File: src/rtl/shift_seq_pkg.sv
// Shared encodings for the multi-byte shift sequencer: ops, FSM states and shift direction.
// The direction helper keeps the left/right op grouping in one place.
package shift_seq_pkg;

    localparam logic [2:0] OP_LSL = 3'b000;
    localparam logic [2:0] OP_LSR = 3'b001;
    localparam logic [2:0] OP_ASR = 3'b010;
    localparam logic [2:0] OP_ROL = 3'b011;
    localparam logic [2:0] OP_ROR = 3'b100;

    typedef enum logic [1:0] {
        ST_IDLE,
        ST_SHIFT,
        ST_DONE
    } state_e;

    typedef enum logic {
        DIR_LEFT,
        DIR_RIGHT
    } dir_e;

    function automatic dir_e op_dir(input logic [2:0] op);
        return ((op == OP_LSL) || (op == OP_ROL)) ? DIR_LEFT : DIR_RIGHT;
    endfunction

    function automatic logic op_legal(input logic [2:0] op);
        return (op <= OP_ROR);
    endfunction

endpackage

File: src/rtl/shift_step.sv
// Single-position 8-bit shifter: one byte in, one byte out, with carry in and carry out.
// Purely combinational; the sequencer chains the carry between bytes.
module shift_step
    import shift_seq_pkg::*;
(
    input  logic [7:0] data,
    input  dir_e       dir,
    input  logic       cin,
    output logic [7:0] result,
    output logic       cout
);

    always_comb begin
        if (dir == DIR_LEFT) begin
            result = {data[6:0], cin};
            cout   = data[7];
        end else begin
            result = {cin, data[7:1]};
            cout   = data[0];
        end
    end

endmodule

File: src/rtl/shift_sequencer.sv
// Multi-byte barrel-shift controller: shifts a BYTES-wide word one position per pass,
// processing one byte per cycle through shift_step with carry chained between bytes.
module shift_sequencer
    import shift_seq_pkg::*;
#(
    parameter int unsigned BYTES = 4,
    parameter int unsigned AMT_W = 5
) (
    input  logic                 clk,
    input  logic                 rst_n,
    input  logic                 in_valid,
    output logic                 in_ready,
    input  logic [8*BYTES-1:0]   in_data,
    input  logic [2:0]           in_op,
    input  logic [AMT_W-1:0]     in_amt,
    output logic                 out_valid,
    input  logic                 out_ready,
    output logic [8*BYTES-1:0]   out_data,
    output logic                 out_cout,
    output logic                 out_err
);

    localparam int unsigned W    = 8 * BYTES;
    localparam int unsigned IdxW = (BYTES > 1) ? $clog2(BYTES) : 1;
    localparam logic [IdxW-1:0] LastIdx = IdxW'(BYTES - 1);

    state_e           state_q;
    logic [W-1:0]     word_q;
    logic [2:0]       op_q;
    logic [AMT_W-1:0] pass_q;
    logic [IdxW-1:0]  idx_q;
    logic             carry_q;

    dir_e       dir;
    logic [7:0] cur_byte;
    logic [7:0] step_out;
    logic       step_cin;
    logic       step_cout;
    logic       first_cin;
    logic       first_byte;
    logic       last_byte;

    assign in_ready = (state_q == ST_IDLE);
    assign out_data = word_q;

    always_comb begin
        dir        = op_dir(op_q);
        cur_byte   = word_q[{idx_q, 3'b000} +: 8];
        first_byte = (dir == DIR_LEFT) ? (idx_q == '0) : (idx_q == LastIdx);
        last_byte  = (dir == DIR_LEFT) ? (idx_q == LastIdx) : (idx_q == '0);
        // The wrap/sign bit lives in a byte not yet touched this pass, so read it live.
        first_cin  = 1'b0;
        unique case (op_q)
            OP_ASR, OP_ROL: first_cin = word_q[W-1];
            OP_ROR:         first_cin = word_q[0];
            default:        first_cin = 1'b0;
        endcase
        step_cin   = first_byte ? first_cin : carry_q;
    end

    shift_step u_step (
        .data   (cur_byte),
        .dir    (dir),
        .cin    (step_cin),
        .result (step_out),
        .cout   (step_cout)
    );

    always_ff @(posedge clk) begin
        if (!rst_n) begin
            state_q   <= ST_IDLE;
            word_q    <= '0;
            op_q      <= OP_LSL;
            pass_q    <= '0;
            idx_q     <= '0;
            carry_q   <= 1'b0;
            out_valid <= 1'b0;
            out_cout  <= 1'b0;
            out_err   <= 1'b0;
        end else begin
            unique case (state_q)
                ST_IDLE: begin
                    if (in_valid) begin
                        word_q  <= in_data;
                        op_q    <= in_op;
                        pass_q  <= in_amt;
                        carry_q <= 1'b0;
                        idx_q   <= (op_dir(in_op) == DIR_LEFT) ? '0 : LastIdx;
                        if (!op_legal(in_op)) begin
                            state_q   <= ST_DONE;
                            out_valid <= 1'b1;
                            out_cout  <= 1'b0;
                            out_err   <= 1'b1;
                        end else if (in_amt == '0) begin
                            state_q   <= ST_DONE;
                            out_valid <= 1'b1;
                            out_cout  <= 1'b0;
                            out_err   <= 1'b0;
                        end else begin
                            state_q <= ST_SHIFT;
                            out_err <= 1'b0;
                        end
                    end
                end
                ST_SHIFT: begin
                    word_q[{idx_q, 3'b000} +: 8] <= step_out;
                    carry_q <= step_cout;
                    if (last_byte) begin
                        pass_q <= pass_q - 1'b1;
                        idx_q  <= (dir == DIR_LEFT) ? '0 : LastIdx;
                        if (pass_q == AMT_W'(1)) begin
                            state_q   <= ST_DONE;
                            out_valid <= 1'b1;
                            out_cout  <= step_cout;
                        end
                    end else begin
                        idx_q <= (dir == DIR_LEFT) ? idx_q + 1'b1 : idx_q - 1'b1;
                    end
                end
                ST_DONE: begin
                    if (out_ready) begin
                        state_q   <= ST_IDLE;
                        out_valid <= 1'b0;
                    end
                end
                default: state_q <= ST_IDLE;
            endcase
        end
    end

endmodule

File: config.mk
export PLATFORM = sky130hd
export DESIGN_NAME = shift_sequencer
export DESIGN_NICKNAME = d
export VERILOG_FILES = /design/src/rtl/shift_seq_pkg.sv /design/src/rtl/shift_step.sv /design/src/rtl/shift_sequencer.sv
export SDC_FILE = /design/constraint.sdc
export NUM_CORES = 1
export LEC_CHECK = 0
export ABC_AREA = 1
export CELL_PAD_IN_SITES_DETAIL_PLACEMENT = 0
export CELL_PAD_IN_SITES_GLOBAL_PLACEMENT = 2
export CORE_MARGIN = 2
export CORE_UTILIZATION = 26
export DETAILED_ROUTE_END_ITERATION = 16
export GPL_ROUTABILITY_DRIVEN = 0
export PLACE_DENSITY_LB_ADDON = 0.1
export RECOVER_POWER = 25
export REMOVE_ABC_BUFFERS = 1
export SLEW_MARGIN = 40
export SYNTH_ARGS = -nofsm -noshare
export SYNTH_HDL_FRONTEND = slang
export SYNTH_SLANG_ARGS = --single-unit
File: constraint.sdc
create_clock -name clk -period 2.6 [get_ports clk]
set_clock_uncertainty 0.05 [all_clocks]
set_input_delay 0.39 -clock clk [delete_from_list [all_inputs] [get_ports clk]]
set_output_delay 0.39 -clock clk [all_outputs]
set_load 0.02 [all_outputs]
==> run metrics, run 1 <==
Mapped Area ~3000 sq um; total core area 11400 sq um; Die Span X 112 um; vias per cell between 4 and 5; Hold Buf Count CTS 0; FF+latch count, synth 48; relative slew slack between 50% and 60%; DP Area 3930 sq um; Main synth FF type dfxtp_1; Max Root-Sink Buffers 2; final hold viol count 0; peak supply drop approximately 390 uV; Clk Latency, worst-skew pair approximately 290 ps; area share of the largest cell type after synthesis about a third; vias in the first global route around 3300; TritonCTS clock tree built; sequential share of power between 30% and 40%; Net Sw Power 1.61 mW; row count 39; Net Sw Frac around 46%; Combinational Power Share 51.6%; antenna violations before repair 0; leakage power ~1.7 nW; drt pass-1 iters 4; htree depth 2; final WL 10.3 mm; final number of setup-violating endpoints 0; worst hold path class reg2reg; io pins 80; max cap viols 0; pin count of the biggest net entering global routing between 40 and 50; critical path endpoint category flop; leading area contributor after synthesis dfxtp_1; Post-synth EDFFs 0; Reg2Reg Depth 8; Reg2Reg Capture Point idx_q[0]$_SDFFE_PN0P_; postcts setup bufs 0; FF-to-FF setup slack roughly 500 ps; P per Cell Area around 870 nW/um^2; total negative slack 0 ps; Clock power frac 18.3%; Mapped Cells 450; Reg-to-Reg Start state_q[1]$_SDFFE_PN0P_; Ys Warns 0; cts bufs inserted 5; Worst Path Arrival about 2300 ps; Congestion Overflow GR 0; Worst-path clk slew around 70 ps; detailed placement HPWL approximately 7.3 mm; CTS Sinks 48; Initial DRC Count between 150 and 200; Starting Density 26.5%; Synth cell types 32; Worst setup SP type flop; FFs w/ async S/R, synth 0%; NumNets Final around 570; critical path fanouts, max 12; Pwr Total between 3 and 4 mW; Area Growth Syn to Fin 34.1%; IO Port Bufs 79; Slew Limit Fails 0; Internal Pwr Total around 1.9 mW; Vias between 3000 and 4000; Worst-Margin Slew between 600 and 700 ps; # diodes 0; All-Layer GR Usage 17.0%; RSZ-0062 raised after global routing false; share of layout cells above drive strength 1 roughly 7.7%; Mean Syn Cell Area between 6 and 7 sq um; WL/cell between 15 and 20 um; Critical path origin state_q[1]$_SDFFE_PN0P_; Die Ht ~110 um; Final period util around four fifths; crit path kind reg2reg; max frequency 476 MHz; outcome completed; first-pass GRT wire length between 15 and 20 mm; fin crit period 2100 ps; Root Buffer clkbuf_16; leading cell types by total area after synthesis dfxtp_1, nand2_1, o21ai_0, nand3_1, a31oi_1; Setup crit end idx_q[0]$_SDFFE_PN0P_; post-route ant nets 0; design area 4040 sq um; Residual DRC 0; CTS-repair resized insts 0; Core Util, Final 35.5%; critical path data required time 2770 ps; die area 12500 sq um; sequential fraction of the synthesis area between 30% and 40%
==> flip-flops by register name (all words and copies together), names as in the netlist <==
name,cells
out_data,32
out_cout,1
carry_q,1
op_q,3
pass_q,5
idx_q,2
out_valid,1
state_q,2
out_err,1
==> stage by stage <==
stage,std cells,hold WS (ps),worst slack [ps]
floorplan,426,393,70.4
global placement,658,384,712
detailed placement,658,403,690
CTS,665,412,586
global route,665,436,304
finish,665,403,500
==> cell usage in the layout, fill, tap and decap left out <==
master	synthesis	routed
ha_1	8	8
o21ai_1	13	13
clkdlybuf4s50_1	0	64
nand2_2	5	5
inv_4	2	2
dfxtp_1	48	48
nor2_1	21	23
a211oi_2	1	1
dlygate4sd3_1	0	15
nand3_1	41	41
inv_1	32	32
a21oi_1	26	26
nor2_8	2	1
inv_2	6	5
nand2_4	4	3
o21ai_4	1	1
nand3_2	1	1
a31oi_1	21	21
nor4_4	1	1
a211oi_1	2	2
clkinv_1	2	3
clkbuf_1	9	1
clkinv_2	0	1
nor3_2	1	1
clkbuf_16	0	5
o21ai_0	47	47
nand4_1	16	16
o41ai_1	1	1
xor2_1	3	3
nor2_2	4	3
nor3_1	2	2
nand2_1	115	116
buf_12	0	1
buf_4	5	9
==> synthesized netlist by cell type (5+ instances only) <==
cell type	n
nand2_1	115
dfxtp_1	48
o21ai_0	47
nand3_1	41
inv_1	32
a21oi_1	26
a31oi_1	21
nor2_1	21
nand4_1	16
o21ai_1	13
clkbuf_1	9
buf_2	8
ha_1	8
inv_2	6
buf_4	5
nand2_2	5
==> how the worst min path moves through the flow <==
| stage | from | to | slack [ps] | depth (start not counted) |
|---|---|---|---|---|
| 2_1_floorplan | carry_q$_SDFFE_PN0P_ | carry_q$_SDFFE_PN0P_ | 390 | 2 |
| 3_3_place_gp | out_valid$_SDFFE_PN0P_ | out_valid$_SDFFE_PN0P_ | 380 | 2 |
| 3_5_place_dp | out_valid$_SDFFE_PN0P_ | out_valid$_SDFFE_PN0P_ | 400 | 2 |
| 4_1_cts | out_valid$_SDFFE_PN0P_ | out_valid$_SDFFE_PN0P_ | 410 | 2 |
| 5_1_grt | out_valid$_SDFFE_PN0P_ | out_valid$_SDFFE_PN0P_ | 440 | 2 |
| 6_report | out_valid$_SDFFE_PN0P_ | out_valid$_SDFFE_PN0P_ | 400 | 2 |
==> layer usage <==
layer	share of wire, %	global-route usage, %	up-vias
met2	48	28.7	83
met4	0.76	3.54	0
met1	47	23.1	1464
met5	0	0	-
li1	-	-	1659
met3	4.9	2.78	6
==> cells by family (layout without fill, tap and decap cells) <==
group | after synthesis | after routing | share of synthesized area (%)
flops | 48 | 48 | 31.9
simple gates | 213 | 213 | 33.5
fa+ha+maj | 8 | 8 | 3.33
compound gates | 112 | 112 | 20.4
xor+xnor | 3 | 3 | 0.873
buf+inv | 66 | 138 | 9.98
==> power groups by stage <==
stage               clock (mW)  combinational [mW]  sequential [mW]
floorplan                    0               0.959             1.23
global placement             0                1.87             1.08
detailed placement           0                1.87             1.08
CTS                      0.667                1.88             1.07
global route             0.692                2.03             1.09
finish                   0.642                1.81             1.06
==> final cells by class <==
class,count,area [sq um]
inverter,42,163
tap,143,179
clock inverter,1,5.00
timing repair buffer,89,878
multi-input combinational,336,1720
sequential,48,961
fill,1265,7330
clock buffer,6,129
==> critical path, stage by stage (launching register included) <==
cell,delay (ps)
dfxtp_1,510
nor2_1,130
nand2_1,520
inv_4,60
nor2_1,300
clkinv_1,140
nand2_1,100
a31oi_1,50
a211oi_2,160
Note: power is estimated with default switching activity, not from simulation.
==> run 2, diff against run 1 <==
==> constraint.sdc (replaced) <==
create_clock -name clk -period 1.95 [get_ports clk]
set_clock_uncertainty 0.05 [all_clocks]
set_input_delay 0.2925 -clock clk [delete_from_list [all_inputs] [get_ports clk]]
set_output_delay 0.2925 -clock clk [all_outputs]
set_load 0.02 [all_outputs]
==> run 2 against run 1 <==
Routed wire length hardly changed; highest routed layer unchanged; first-iteration DRC count is 8.0% higher; sequential share of layout area is 0.46 points lower; critical path type is now reg2out; die area stayed put; utilization is 0.75 points higher; hold slack worse by 13 ps.
==> run metrics, run 2 (same netlist as run 1, synthesis figures left out) <==
P per Cell Area 1160 nW/um^2 (+33%); Die Span X 112 um (unchanged); leading cell type in the layout, fill and taps excluded nand2_1; crit-path cells nor2_2 -> clkdlybuf4s50_1; max cap viols 0 (unchanged); final number of setup-violating endpoints 0 (unchanged); cts bufs inserted 5 (unchanged); Clk Latency, worst-skew pair 290 ps (about the same); DP Area 3980 sq um (+1.3%); outcome completed; postcts setup bufs 0 (unchanged); relative slew slack 75.4% (+20 points); design area 4120 sq um (+2.1%); # diodes 0 (unchanged); Die Ht 112 um (unchanged); final worst slack 65.1 ps (-435 ps); worst hold path class reg2reg; pin count of the biggest net entering global routing 46 (unchanged); fillers 1267 (+0.16%); Storage cell area 962 sq um (+0.13%); Slowest-stage cell, CP clkdlybuf4s50_1; Worst-Margin Slew 366 ps (-299 ps); Final period util between 90% and 100%; DP Worst Slack 154 ps (-537 ps); crit path kind reg2out; IO Port Bufs 79 (unchanged); Root Buffer clkbuf_16; max frequency ~530 MHz; Slew Limit Fails 0 (unchanged); Residual DRC 0 (unchanged); final hold viol count 0 (unchanged); Max Root-Sink Buffers 2 (unchanged); final WL 10.3 mm (about the same); Vias 3263 (+1.6%); drt pass-1 iters 4 (unchanged); Non-Filler Instances 670 (+0.75%); Congestion Overflow GR 0 (unchanged); total core area 11400 sq um (unchanged); detailed placement HPWL 7.29 mm (-0.71%); htree depth 2 (unchanged); RSZ-0062 raised after global routing false; area of the multi-input gates 1750 sq um (+1.8%); M3 GR Usage 2.72% (-0.054 points); Area Growth Syn to Fin 36.9%; Starting Density 26.5% (unchanged); vias per cell 4.87 (+0.83%); dpl cells 663 (+0.76%); TritonCTS clock tree built; most frequent cells in the layout nand2_1, clkdlybuf4s50_1, o21ai_0, dfxtp_1, nand3_1; peak supply drop 365 uV (-5.3%); Worst setup SP type flop; Initial DRC Count 176 (+8.0%); CTS Sinks 48 (unchanged); die area 12500 sq um (unchanged); Core Util, Final 36.3% (+0.75 points); row count 39 (unchanged); critical path data required time 1610 ps (-1160 ps); NumNets Final 579 (+0.87%); leakage power 1.76 nW (+2.6%); first-pass GRT wire length 16.8 mm (-1.6%); met1 Use GR 22.7% (-0.46 points); post-route ant nets 0 (unchanged); number of flip-flops in the largest register 32 (unchanged); Worst Path Arrival 1540 ps (-730 ps); critical path fanouts, max 5 (-7); Worst-path clk slew 70 ps (about the same); fin crit period 1880 ps; io pins 80 (unchanged); antenna violations before repair 0 (unchanged); vias in the first global route 3150 (-3.6%); WL/cell 15.4 um (-0.78%); met2 usage 28.3% (-0.37 points); crit-path max cell delay 630 ps (+110 ps); All-Layer GR Usage 16.7% (-0.32 points); share of layout cells above drive strength 1 9.49% (+1.8 points); hold slack 390 ps (-12.5 ps); Top Usage Layer GRT met2; critical path endpoint category output pin
run 2: layer usage:
metal | part of all wire (%) | wire, um | vias up
met5 | 0 | 0 | -
met4 | 0.85 | 88 | 0
met3 | 4.4 | 449 | 5
met2 | 47 | 4860 | 84
met1 | 48 | 4920 | 1505
li1 | - | - | 1669
run 2: final cells by class:
cell class | count | share of cell area, %
multi-input cells | 336 | 42.5
flip-flops and latches | 48 | 23.3
repair buffers | 94 | 22.6
well taps | 143 | 4.34
inverters | 42 | 3.92
clock buffers | 6 | 3.13
clock inverters | 1 | 0.121
run 2: worst paths after layout:
| kind | from | end | slack [ps] | depth (start not counted) |
|---|---|---|---|---|
| max | state_q[1]$_SDFFE_PN0P_ | in_ready | 70 | 2 |
| min reg2reg | out_valid$_SDFFE_PN0P_ | out_valid$_SDFFE_PN0P_ | 390 | 2 |
| max reg2reg | op_q[0]$_SDFFE_PN0P_ | pass_q[3]$_SDFFE_PN0P_ | 190 | 10 |
| min | out_valid$_SDFFE_PN0P_ | out_valid$_SDFFE_PN0P_ | 390 | 2 |
run 2: report_power, final:
| group | switching [mW] | internal (mW) |
|---|---|---|
| clock | 0.383 | 0.468 |
| sequential | 0.198 | 1.21 |
| combinational | 1.60 | 0.910 |
run 2: stage by stage:
stage                     total power [mW]  TNS (ps)
final                                 4.77         0
after global routing                  5.18         0
after CTS                             4.85         0
after detailed placement              3.98         0
after global placement                3.99         0
after floorplan                       2.92    -20020
run 2: critical path, delay by kind of cell, from the launching register on:
family        cells  cell delay [ps]
simple gates      1              220
buf+inv           1              630
flops             1              400
run 2: timing repair:
| item | 4_1_cts | 5_1_grt |
|---|---|---|
| hold buffers | 0 | 0 |
| endpoints found under the setup margin | 0 | 6 |
| gates resized for setup | 0 | 3 |
==> run 3, diff against run 2 <==
--- a/config.mk
+++ b/config.mk
@@ -10,6 +10,7 @@
 export CELL_PAD_IN_SITES_GLOBAL_PLACEMENT = 2
 export CORE_MARGIN = 2
 export CORE_UTILIZATION = 26
+export CTS_CLUSTER_SIZE = 28
 export DETAILED_ROUTE_END_ITERATION = 16
 export GPL_ROUTABILITY_DRIVEN = 0
 export PLACE_DENSITY_LB_ADDON = 0.1
==> results of run 3 <==
Same layout as run 2: the final DEF is identical, and so are final timing and power.
